===== src/rtl/sevenseg_scan_ctrl_if.sv =====
// Pin and data bundle for the multiplexed 7-segment scan controller.
// master drives the digit/control inputs; slave is the controller.
interface sevenseg_scan_ctrl_if #(
  parameter int N_DIGITS = 8,
  parameter int BRIGHT_W = 4
);
  logic [4*N_DIGITS-1:0] digits_in;
  logic [N_DIGITS-1:0]   dp_in;
  logic [N_DIGITS-1:0]   blank_in;
  logic [BRIGHT_W-1:0]   bright_in;
  logic [6:0]            seg;
  logic                  dp;
  logic [N_DIGITS-1:0]   an;
  logic                  frame_start;

  modport master (
    output digits_in, dp_in, blank_in, bright_in,
    input  seg, dp, an, frame_start
  );

  modport slave (
    input  digits_in, dp_in, blank_in, bright_in,
    output seg, dp, an, frame_start
  );
endinterface


===== src/rtl/sevenseg_scan_ctrl.sv =====
// Multiplexed common-anode 7-segment scanner with PWM dimming.
// Define SEVSEG_HEX_EN to show codes 10..15 as A b C d E F.
module sevenseg_scan_ctrl #(
  parameter int CLK_FREQ   = 100_000_000,
  parameter int REFRESH_HZ = 1_000,
  parameter int N_DIGITS   = 8,
  parameter int BRIGHT_W   = 4
) (
  input logic clock,
  input logic reset,
  sevenseg_scan_ctrl_if.slave bus
);
  localparam int SLOT = CLK_FREQ / (REFRESH_HZ * N_DIGITS);
  localparam int PW   = (SLOT < 2) ? 1 : $clog2(SLOT);
  localparam int IW   = (N_DIGITS > 1) ? $clog2(N_DIGITS) : 1;
  localparam int DW   = 4 * N_DIGITS;

  if (SLOT < 2) begin : g_bad_slot
    $error("sevenseg_scan_ctrl: SLOT must be at least 2");
  end

  logic [PW-1:0]       presc_q, presc_d;
  logic [IW-1:0]       idx_q, idx_d;
  logic [BRIGHT_W-1:0] pwm_q, pwm_d;
  logic                first_q, first_d;
  logic [DW-1:0]       dig_q, dig_d;
  logic [N_DIGITS-1:0] dpr_q, dpr_d;
  logic [N_DIGITS-1:0] blk_q, blk_d;
  logic [N_DIGITS-1:0] an_q, an_d;
  logic [6:0]          seg_q, seg_d;
  logic                dp_q, dp_d;
  logic                fs_q, fs_d;

  logic       tick, wrap, cap, pwm_on, lit;
  logic [3:0] code;

  function automatic logic [6:0] dec7(input logic [3:0] c);
    logic [6:0] s;
    case (c)
      4'h0: s = 7'b0000001;
      4'h1: s = 7'b1001111;
      4'h2: s = 7'b0010010;
      4'h3: s = 7'b0000110;
      4'h4: s = 7'b1001100;
      4'h5: s = 7'b0100100;
      4'h6: s = 7'b0100000;
      4'h7: s = 7'b0001111;
      4'h8: s = 7'b0000000;
      4'h9: s = 7'b0000100;
`ifdef SEVSEG_HEX_EN
      4'hA: s = 7'b0001000;
      4'hB: s = 7'b1100000;
      4'hC: s = 7'b0110001;
      4'hD: s = 7'b1000010;
      4'hE: s = 7'b0110000;
      4'hF: s = 7'b0111000;
`endif
      default: s = 7'b1111111;
    endcase
    return s;
  endfunction

  // Scan timing, frame capture and next pin values from current state
  always_comb begin
    tick    = (presc_q == PW'(SLOT - 1));
    wrap    = tick && (idx_q == IW'(N_DIGITS - 1));
    cap     = first_q || wrap;
    presc_d = tick ? '0 : presc_q + 1'b1;
    idx_d   = idx_q;
    if (wrap) begin
      idx_d = '0;
    end else if (tick) begin
      idx_d = idx_q + 1'b1;
    end
    pwm_d   = pwm_q + 1'b1;
    first_d = 1'b0;
    dig_d   = cap ? bus.digits_in : dig_q;
    dpr_d   = cap ? bus.dp_in : dpr_q;
    blk_d   = cap ? bus.blank_in : blk_q;
    fs_d    = cap;
    code    = dig_q[{idx_q, 2'b00} +: 4];
    pwm_on  = (pwm_q < bus.bright_in) || (&bus.bright_in);
    lit     = !first_q && !blk_q[idx_q] && pwm_on;
    an_d    = '1;
    seg_d   = 7'h7F;
    dp_d    = 1'b1;
    if (lit) begin
      an_d[idx_q] = 1'b0;
      seg_d       = dec7(code);
      dp_d        = ~dpr_q[idx_q];
    end
  end

  // State and registered pin drivers
  always_ff @(posedge clock) begin
    if (reset) begin
      presc_q <= '0;
      idx_q   <= '0;
      pwm_q   <= '0;
      first_q <= 1'b1;
      dig_q   <= '0;
      dpr_q   <= '0;
      blk_q   <= '0;
      an_q    <= '1;
      seg_q   <= 7'h7F;
      dp_q    <= 1'b1;
      fs_q    <= 1'b0;
    end else begin
      presc_q <= presc_d;
      idx_q   <= idx_d;
      pwm_q   <= pwm_d;
      first_q <= first_d;
      dig_q   <= dig_d;
      dpr_q   <= dpr_d;
      blk_q   <= blk_d;
      an_q    <= an_d;
      seg_q   <= seg_d;
      dp_q    <= dp_d;
      fs_q    <= fs_d;
    end
  end

  assign bus.an          = an_q;
  assign bus.seg         = seg_q;
  assign bus.dp          = dp_q;
  assign bus.frame_start = fs_q;
endmodule

===== src/flat_wrapper.sv =====
// flat-port wrapper written by rule: the top's interface ports become plain ports
module sevenseg_scan_ctrl_flat 
#(
  parameter int CLK_FREQ   = 100_000_000,
  parameter int REFRESH_HZ = 1_000,
  parameter int N_DIGITS   = 8,
  parameter int BRIGHT_W   = 4
)
  (clock, reset, bus_digits_in, bus_dp_in, bus_blank_in, bus_bright_in, bus_seg, bus_dp, bus_an, bus_frame_start);
  sevenseg_scan_ctrl_if #(.N_DIGITS(N_DIGITS), .BRIGHT_W(BRIGHT_W)) bus_i ();
  input logic clock;
  input logic reset;
  input wire logic [$bits(bus_i.digits_in)-1:0] bus_digits_in;
  input wire logic [$bits(bus_i.dp_in)-1:0] bus_dp_in;
  input wire logic [$bits(bus_i.blank_in)-1:0] bus_blank_in;
  input wire logic [$bits(bus_i.bright_in)-1:0] bus_bright_in;
  output wire logic [$bits(bus_i.seg)-1:0] bus_seg;
  output wire logic [$bits(bus_i.dp)-1:0] bus_dp;
  output wire logic [$bits(bus_i.an)-1:0] bus_an;
  output wire logic [$bits(bus_i.frame_start)-1:0] bus_frame_start;
  assign bus_i.digits_in = bus_digits_in;
  assign bus_i.dp_in = bus_dp_in;
  assign bus_i.blank_in = bus_blank_in;
  assign bus_i.bright_in = bus_bright_in;
  assign bus_seg = bus_i.seg;
  assign bus_dp = bus_i.dp;
  assign bus_an = bus_i.an;
  assign bus_frame_start = bus_i.frame_start;
  sevenseg_scan_ctrl #(.CLK_FREQ(CLK_FREQ), .REFRESH_HZ(REFRESH_HZ), .N_DIGITS(N_DIGITS), .BRIGHT_W(BRIGHT_W)) u_core (.clock(clock), .reset(reset), .bus(bus_i));
endmodule

===== config.mk =====
export PLATFORM = sky130hd
export DESIGN_NAME = sevenseg_scan_ctrl_flat
export DESIGN_NICKNAME = d
export VERILOG_FILES = /design/src/rtl/sevenseg_scan_ctrl_if.sv /design/src/rtl/sevenseg_scan_ctrl.sv /design/src/flat_wrapper.sv
export SDC_FILE = /design/constraint.sdc
export NUM_CORES = 1
export LEC_CHECK = 0
export ABC_AREA = 1
export CORE_UTILIZATION = 40
export DETAILED_ROUTE_END_ITERATION = 8
export GPL_ROUTABILITY_DRIVEN = 1
export PLACE_DENSITY = 0.75
export SYNTH_ARGS = -nofsm -noshare
export SYNTH_HDL_FRONTEND = slang
export SYNTH_SLANG_ARGS = --single-unit

===== constraint.sdc =====
create_clock -name clock -period 2.2 [get_ports clock]
set_clock_uncertainty 0.2 [all_clocks]
set_input_delay 0.44 -clock clock [delete_from_list [all_inputs] [get_ports clock]]
set_output_delay 0.44 -clock clock [all_outputs]
set_load 0.005 [all_outputs]

# Yosys cells after proc, flatten, opt, wreduce, memory -nomap -nowiden
# Memory sizes are Yosys's and may differ from the RTL's. A register that Yosys moved wholly into a read port is not among the register bits.
# Cells that the tools add are included.
[word_totals]
word_cells = 42
romBits = 112
n_memories = 1
input_bits = 54
ff_bits = 80
out_inout_bits = 17
[classes]
reduce_logical = 12
n_shift = 1
n_eq_ne = 2
bitwise_logic = 3
magnitude_cmp = 3
addsub = 3
n_mux = 7
[mem_list]
columns = ["name", "words", "width", "read_ports", "rd_ports_with_merged_regs", "wr", "line", "text"]
rows = [
  ["(no name shown)", 16, 7, 1, 1, 0, "sevenseg_scan_ctrl.sv:39", "case (c)"],
]
[op_table]
columns = ["operator", "count"]
rows = [
  ["$shiftx 32x6->4", 1],
  ["$add 14x1->14 const B", 1],
  ["$eq 14x14->1 const B", 1],
  ["$not 8->8", 1],
  ["$bmux 1 s3", 2],
  ["$reduce_or 2->1", 3],
  ["$add 4x1->4 const B", 1],
  ["$logic_and 1x1->1", 4],
  ["$lt 3x4->1 const B", 1],
  ["$lt 4x4->1", 1],
  ["$mux 1", 4],
  ["$reduce_and 4->1", 1],
  ["$add 3x1->3 const B", 1],
  ["$demux 1 s3", 1],
  ["$eq 3x3->1 const B", 1],
  ["$ge 3x1->1 const B", 1],
  ["$logic_not 1->1", 2],
  ["$logic_or 1x1->1", 2],
  ["$not 1->1", 2],
]

# Depth between registers and ports, before layout
# Gate-level depths: netlist of run 1.
[depth]
depth_word = 7
depth_mapped = 14
ltp_nobuf = 13

# Least setup slack after synthesis of run 1
# No wires, ideal clock.
[synth_timing]
kind = "register to register"
from = "register u_core.idx_q[0]"
to = "register u_core.seg_q[3], in the netlist u_core.bus.seg[3]"
required_ps = 1874
synth_period_minus_slack_ps = 1981
path_slack_ps = 219
path_stages_with_launch = 14
arrival_time_ps = 1655
setup_ps = 126
path_buffers = 2
cell_sequence = "dfxtp_1 > buf_2 > buf_2 > nand2_1 > nand2_1 > nand2_1 > nand2_1 > nand2_1 > nand2_1 > inv_1 > ha_1 > nand2_1 > nand3_1 > nand3_1"
[synth_between]
elab_chain_cells = 7
word_cells_on_any_way = 8
classes_between = "shift (1); mux (2); bitwise (1); reduce/logical (4)"
[synth_lines]
columns = ["item", "line", "text"]
rows = [
  ["start: declaration", "sevenseg_scan_ctrl.sv:23", "logic [IW-1:0] idx_q, idx_d;"],
  ["start signal: assignment", "sevenseg_scan_ctrl.sv:110", "idx_q <= idx_d;"],
  ["$bmux 1 s3", "sevenseg_scan_ctrl.sv:83", "lit = !first_q && !blk_q[idx_q] && pwm_on;"],
  ["$mux 1 (not written as such)", "sevenseg_scan_ctrl.sv:83", ""],
  ["$logic_not 1->1", "sevenseg_scan_ctrl.sv:83", ""],
  ["$logic_and 1x1->1 (2 in series)", "sevenseg_scan_ctrl.sv:83", ""],
  ["$not 1->1 (no source line)", "--", ""],
  ["$reduce_or 2->1 (no source line)", "--", ""],
  ["end: declaration", "sevenseg_scan_ctrl.sv:30", "logic [6:0] seg_q, seg_d;"],
]
# Parallel ways exist; a longest one is shown, timed or not. The select of a mux whose other input is x is not followed.
# A chain may end at the register's enable or synchronous reset.

# Final worst setup path of run 1
[layout_timing]
from = "register u_core.presc_q[0]"
to = "register u_core.dpr_q[5]"
[layout_between]
elab_chain_cells = 3
[layout_lines]
columns = ["item", "line", "text"]
rows = [
  ["start: declaration", "sevenseg_scan_ctrl.sv:22", "logic [PW-1:0] presc_q, presc_d;"],
  ["start signal: assignment", "sevenseg_scan_ctrl.sv:109", "presc_q <= presc_d;"],
  ["$eq 14x14->1", "sevenseg_scan_ctrl.sv:65", "tick = (presc_q == PW'(SLOT - 1));"],
  ["$logic_and 1x1->1", "sevenseg_scan_ctrl.sv:66", "wrap = tick && (idx_q == IW'(N_DIGITS - 1));"],
  ["$logic_or 1x1->1", "sevenseg_scan_ctrl.sv:67", "cap = first_q || wrap;"],
  ["end signal: assignment", "sevenseg_scan_ctrl.sv:114", "dpr_q <= dpr_d;"],
  ["end: declaration", "sevenseg_scan_ctrl.sv:27", "logic [N_DIGITS-1:0] dpr_q, dpr_d;"],
]
# No other way between the ends.

==> results.ini, run 1 <==
[clock_tree]
cts_inserted_buffers=9
cts_tree=done
cts-root-buf=clkbuf_8
worst_skew_pair.late_latency_ns=0.35
cts_resized=0
postCtsSetupBuffers=0
htree_num_levels=3
clock-sinks=87
cts_buffer_depth=2
clkTransAtPathRegs_ns=0.09
hold_buffers=0

[sta]
period_share=0.928
setup_ws_ns=0.158
tightest_slew_ns=0.460
hold_viol_final=0
period_needed_ns=2.04
finalSetupViolCount=0
clock.fmax_mhz=490
slew_headroom=0.693
slew_viol_final=0
rsz0062_at_grt=true

[floorplanning]
die-area_mm2=0.0104
initial_core_util=0.409
num_rows=36
core-area_mm2=0.00973
ioPinCount=71
die_w_um=102
die_y_um=102

[setup_path]
critPathRequiredTime_ns=2.24
rrSetupSlack_ns=0.16
timing.rr.end=u_core.dpr_q[5]
worst_setup_path_end_kind=flop
criticalPathCategory=flop to flop
cp_slowest_cell=dfxtp_1
critPathBufInv=3
cp_max_fo=28
cp_top_family=simple AND/OR/NAND/NOR gates
rr_startpoint=u_core.presc_q[0]
path_cells=ha_1 > nand2_1 > nor3_2 > nand2_2 > inv_4 > nand2_4 > nand2_4 > inv_4 > buf_12 > nor2_1 > nor2_1
critPathArrivalTime_ns=2.08
rr_worst_depth=11
startpoint_type=flop
max_stage_delay_ns=0.37

[synth]
syn_inst=558
synth_top_area_frac=0.438
yosysTopAreaCell=dfxtp_1
postSynthNetCount=625
ys_seq_area_frac=0.438
syn_area_mm2=0.00398
synth_area_leaders=dfxtp_1 (44%), nand2_1 (12%), nor2_1 (11%), o21ai_0 (5.7%), nand3_1 (5.5%)
ys_ff_latch=87
avgSynthCellArea_um2=7.13
ys.warnings.count=0
synth-main-ff-cell=dfxtp_1
yosys-top-cells-count=nand2_1 (123), nor2_1 (113), dfxtp_1 (87)
synth_edf_count=0
yosysMostFrequentCell=nand2_1
async_reset_ff_frac=0
yosys.cell_types.count=32

[worst_hold_path]
hold-path-cell-count=1
min_path_type=flop to flop
min_from=u_core.pwm_q[0]
whs_endpoint=u_core.pwm_q[0]

[power_and_ir_drop]
internal_power_w=0.00260
p_seq_frac=0.499
p_per_area_mw_per_mm2=660
switching_share=0.233
peakVddDrop_mv=0.267
comb_power_share=0.121
cellLeakagePower_nw=2.25
clkPwrFrac=0.380
net-switching-power_w=0.000792

[routing]
vias=3658
dr.pass1.iters=4
wirelength_mm=9.12
detail-route-antenna-nets=0
drcViolationCount=0
vias_per_cell=4.76
drt_iter0_drc=179
wl_per_cell_um=11.9

[global_route]
grt_max_degree=36
gr-total-overflow=0
grt_first_pass_wirelength_mm=15.1
antenna_found_initial=0
grt_pass1_vias=3538
track_usage=0.185

[status]
status=finished clean

[final_layout]
drive_gt1_frac=0.0928
fillCellCount=952
antennaDiodeCount=0
finalNonFillerCells=769
final_nets=698
area_growth_pct=29.2
fin_area_mm2=0.00514
utilization=0.529

[placement]
pre_cts_ws_ns=-0.103
dpl_cell_area_mm2=0.00489
hpwl_mm=6.64
gp_congestion=0.824
placed_cells=753
io_buffers=70

[run]
drv_cap=0

-- kinds of logic (layout without fill, tap and decap cells) --
kind of cell,count (synthesis),count (layout),share of synthesized area
buf+inv,76,154,0.0827
simple gates,314,314,0.344
compound gates,61,61,0.0792
xor+xnor,7,7,0.0154
flops,87,87,0.438
fa+ha+maj,13,13,0.0409
-- layout by cell type (no fill, tap or decap) --
| cell | count |
|---|---|
| nor2_2 | 5 |
| nor2_1 | 111 |
| nor2_4 | 8 |
| dfxtp_1 | 86 |
| clkinvlp_4 | 2 |
| or2_2 | 3 |
| buf_4 | 11 |
| clkinv_1 | 1 |
| nor4_1 | 2 |
| clkdlybuf4s50_1 | 70 |
| xnor2_1 | 1 |
| inv_2 | 1 |
| buf_6 | 1 |
| o21ai_0 | 45 |
| nor3b_1 | 1 |
| buf_12 | 4 |
| inv_1 | 47 |
| nand3b_1 | 3 |
| o22ai_1 | 2 |
| clkbuf_8 | 12 |
| a21oi_1 | 12 |
| nor3_1 | 6 |
| nand2_1 | 123 |
| bufinv_16 | 2 |
| nand2_4 | 2 |
| nand2_2 | 2 |
| nand3_1 | 44 |
| nand4_1 | 3 |
| nor3_2 | 1 |
| xor2_1 | 6 |
| o21ai_2 | 1 |
| ha_1 | 13 |
| clkinv_4 | 1 |
| dfxtp_2 | 1 |
| inv_4 | 2 |
| o221ai_1 | 1 |
-- worst reg2reg max path, cell delays in order (launching register included) --
cell     delay (ns)
dfxtp_1        0.37
ha_1           0.20
nand2_1        0.09
nor3_2         0.20
nand2_2        0.14
inv_4          0.11
nand2_4        0.05
nand2_4        0.07
inv_4          0.09
buf_12         0.19
nor2_1         0.14
nor2_1         0.06
-- power by group through the flow --
stage,clock network [W],logic (W),registers [W]
floorplan,0,0.000222,0.00172
global placement,0,0.000397,0.00173
detailed placement,0,0.000410,0.00173
CTS,0.00131,0.000412,0.00169
global route,0.00138,0.000465,0.00170
finish,0.00129,0.000412,0.00169
-- worst max-delay path by stage --
stage | endpoint | start | slack [ns] | cells after the start
after floorplan | u_core.bus.seg[3] | u_core.idx_q[0] | 0.22 | 13
after global placement | u_core.bus.seg[0] | bus_bright_in[1] | -0.01 | 10
after detailed placement | u_core.bus.dp | bus_bright_in[1] | -0.10 | 10
after CTS | u_core.blk_q[3] | u_core.presc_q[0] | 0.08 | 11
after global routing | u_core.bus.seg[3] | u_core.idx_q[0] | -0.006 | 12
final | u_core.dpr_q[5] | u_core.presc_q[0] | 0.16 | 11
-- per-layer routing --
layer	track usage	up-vias	part of all wire	wire, um
met5	0	-	0	0
met4	0.0769	0	0.019	173
met3	0.0421	20	0.040	369
met2	0.323	80	0.49	4500
met1	0.219	1661	0.45	4080
li1	-	1897	-	-
-- metrics by stage --
stage | power (W) | TNS (ns) | hold slack [ns]
4_1_cts | 0.00342 | 0 | 0.276
2_1_floorplan | 0.00194 | 0 | 0.218
5_1_grt | 0.00355 | -0.00608 | 0.298
3_3_place_gp | 0.00212 | -0.0476 | 0.227
3_5_place_dp | 0.00214 | -0.989 | 0.261
6_report | 0.00339 | 0 | 0.271
-- registers in the layout, summed over array words and instances, names as in the netlist --
register / cells
u_core.pwm_q: 4
u_core.blk_q: 8
u_core.bus.frame_start: 1
u_core.idx_q: 3
u_core.bus.seg: 7
u_core.dig_q: 32
u_core.first_q: 1
u_core.dpr_q: 8
u_core.presc_q: 14
u_core.bus.an: 8
u_core.bus.dp: 1
-- area by class of cell --
| class | instances | area [um^2] | area share |
|---|---|---|---|
| multi-input combinational | 395 | 1910 | 0.372 |
| sequential | 87 | 1740 | 0.339 |
| timing repair buffer | 86 | 875 | 0.170 |
| inverter | 52 | 204 | 0.0396 |
| tap | 133 | 166 | 0.0324 |
| clock buffer | 12 | 165 | 0.0321 |
| clock inverter | 4 | 76.3 | 0.0148 |
Power figures use the tool's default switching activity.
==> inputs of run 2 (changes only) <==
--- a/config.mk
+++ b/config.mk
@@ -7,9 +7,11 @@
 export LEC_CHECK = 0
 export ABC_AREA = 1
 export CORE_UTILIZATION = 40
+export CTS_CLUSTER_SIZE = 25
 export DETAILED_ROUTE_END_ITERATION = 8
 export GPL_ROUTABILITY_DRIVEN = 1
 export PLACE_DENSITY = 0.75
+export SLEW_MARGIN = 10
 export SYNTH_ARGS = -nofsm -noshare
 export SYNTH_HDL_FRONTEND = slang
 export SYNTH_SLANG_ARGS = --single-unit
==> results of run 2 <==
No change in the layout: final DEF, timing and power equal those of run 1.
==> inputs of run 3 (changes only) <==
--- a/config.mk
+++ b/config.mk
@@ -6,11 +6,12 @@
 export NUM_CORES = 1
 export LEC_CHECK = 0
 export ABC_AREA = 1
-export CORE_UTILIZATION = 40
+export CORE_UTILIZATION = 52
 export CTS_CLUSTER_SIZE = 25
 export DETAILED_ROUTE_END_ITERATION = 8
 export GPL_ROUTABILITY_DRIVEN = 1
-export PLACE_DENSITY = 0.75
+export PLACE_DENSITY = 0.91
+export SKIP_CTS_REPAIR_TIMING = 1
 export SLEW_MARGIN = 10
 export SYNTH_ARGS = -nofsm -noshare
 export SYNTH_HDL_FRONTEND = slang
==> run 3 against run 2 <==
Effect of this change:
- register-to-register slack worse by 0.03 ns
- sequential power about the same
- final cell count down 4.7%
- non-clock buffer count unchanged
- wire length up 6.1%
- power down 6.3%
- die area down 23%
- worst hold slack worse by 0.011 ns
- count of clock-buffer cells in the layout down 2
- via count up 5.5%
- core utilization up 16 points
- final area down 2.1%
- critical endpoint is now u_core.dig_q[15]
- largest cell class unchanged
==> results.ini, run 3 (synthesis results as in run 1) <==
[status]
status=finished clean

[clock_tree]
cts_buffer_depth=2
htree_num_levels=3
cts_tree=done
cts_inserted_buffers=9
clock-sinks=87
worst_skew_pair.late_latency_ns=0.36
cts-root-buf=clkbuf_8
clkTransAtPathRegs_ns=0.08

[sta]
tns_ns=0
finalSetupViolCount=0
hold_viol_final=0
period_share=0.942
clock.fmax_mhz=483
period_needed_ns=2.07
tightest_slew_ns=0.487
slew_headroom=0.674
slew_viol_final=0

[setup_path]
criticalPathCategory=flop to flop
startpoint_type=flop
cp_max_fo=19
critPathRequiredTime_ns=2.25
worst_setup_path_end_kind=flop
rr_worst_depth=11
critPathArrivalTime_ns=2.13

[global_route]
grt_first_pass_wirelength_mm=15.1
antenna_found_initial=0
grt_max_degree=50
grt_pass1_vias=3539
track_usage=0.249
gr-total-overflow=0

[power_and_ir_drop]
peakVddDrop_mv=0.437
cellLeakagePower_nw=2.22
power_w=0.00318
p_per_area_mw_per_mm2=632

[final_layout]
final_nets=698
largest_reg_flops=32
fillCellCount=585
area_growth_pct=26.5
antennaDiodeCount=0
final_common_cell=nand2_1
drive_gt1_frac=0.0899
reg_top3=u_core.dig_q x32, u_core.presc_q x14
utilization=0.687
fin_area_mm2=0.00504
final_cell_mix=nand2_1 (123), nor2_1 (112), dfxtp_1 (85), clkdlybuf4s50_1 (70), inv_1 (47)
regMostFlops=u_core.dig_q

[placement]
io_buffers=70
gp_congestion=0.877
dpl_cell_area_mm2=0.00479
hpwl_mm=6.64

[worst_hold_path]
min_path_type=flop to flop
hold-path-cell-count=1

[routing]
vias=3861
drt_iter0_drc=249
wirelength_mm=9.67
detail-route-antenna-nets=0
drcViolationCount=0
vias_per_cell=5.27
wl_per_cell_um=13.2
dr.pass1.iters=5

[floorplanning]
ioPinCount=71
core-area_mm2=0.00733
die_y_um=89.5
num_rows=31
die_w_um=89.5
die-area_mm2=0.00801
initial_core_util=0.543

[run]
drv_cap=0

run 3: path summary, 6_finish.rpt:
path,slack (ns),startpoint,endpoint
worst max-delay path,0.13,u_core.presc_q[0],u_core.dig_q[15]
worst min-delay path,0.26,u_core.presc_q[0],u_core.presc_q[0]
worst max register to register,0.13,u_core.presc_q[0],u_core.dig_q[15]
worst min register to register,0.26,u_core.presc_q[0],u_core.presc_q[0]
run 3: routing by layer:
metal  wire length, um  track usage  vias up  part of all wire
li1                  -            -     1895                 -
met1              3900        0.284     1788              0.40
met2              4880        0.441      155              0.50
met3               659       0.0674       23             0.068
met4               230       0.0996        0             0.024
met5                 0            0        -                 0
run 3: cell type report:
class                      count  area [um^2]  share of cell area
multi-input combinational    395         1910               0.380
sequential                    87         1750               0.347
timing repair buffer          86          867               0.172
inverter                      52          201              0.0400
clock buffer                  10          138              0.0273
tap                           99          124              0.0246
clock inverter                 4         47.5             0.00944
run 3: power breakdown:
part           total [W]  internal, W  switching (W)
logic           0.000415     0.000209       0.000206
registers        0.00169      0.00166      0.0000390
clock network    0.00107     0.000539       0.000532
run 3: worst max-delay path, stage by stage (launching register included):
cell and delay (ns):
dfxtp_1 0.37, ha_1 0.20, nand2_1 0.10, nor3_2 0.20
nand2_2 0.14, inv_4 0.10, nand2_4 0.06, nand2_4 0.06
inv_2 0.13, clkbuf_16 0.24, nor2_1 0.11, nor2_1 0.06
run 3: metrics by stage:
stage	setup WS, ns	hold slack [ns]	cells
finish	0.128	0.260	733
global route	-0.0218	0.297	733
CTS	0.0205	0.265	729
detailed placement	-0.0716	0.246	715
global placement	-0.00412	0.228	715
floorplan	0.219	0.218	558
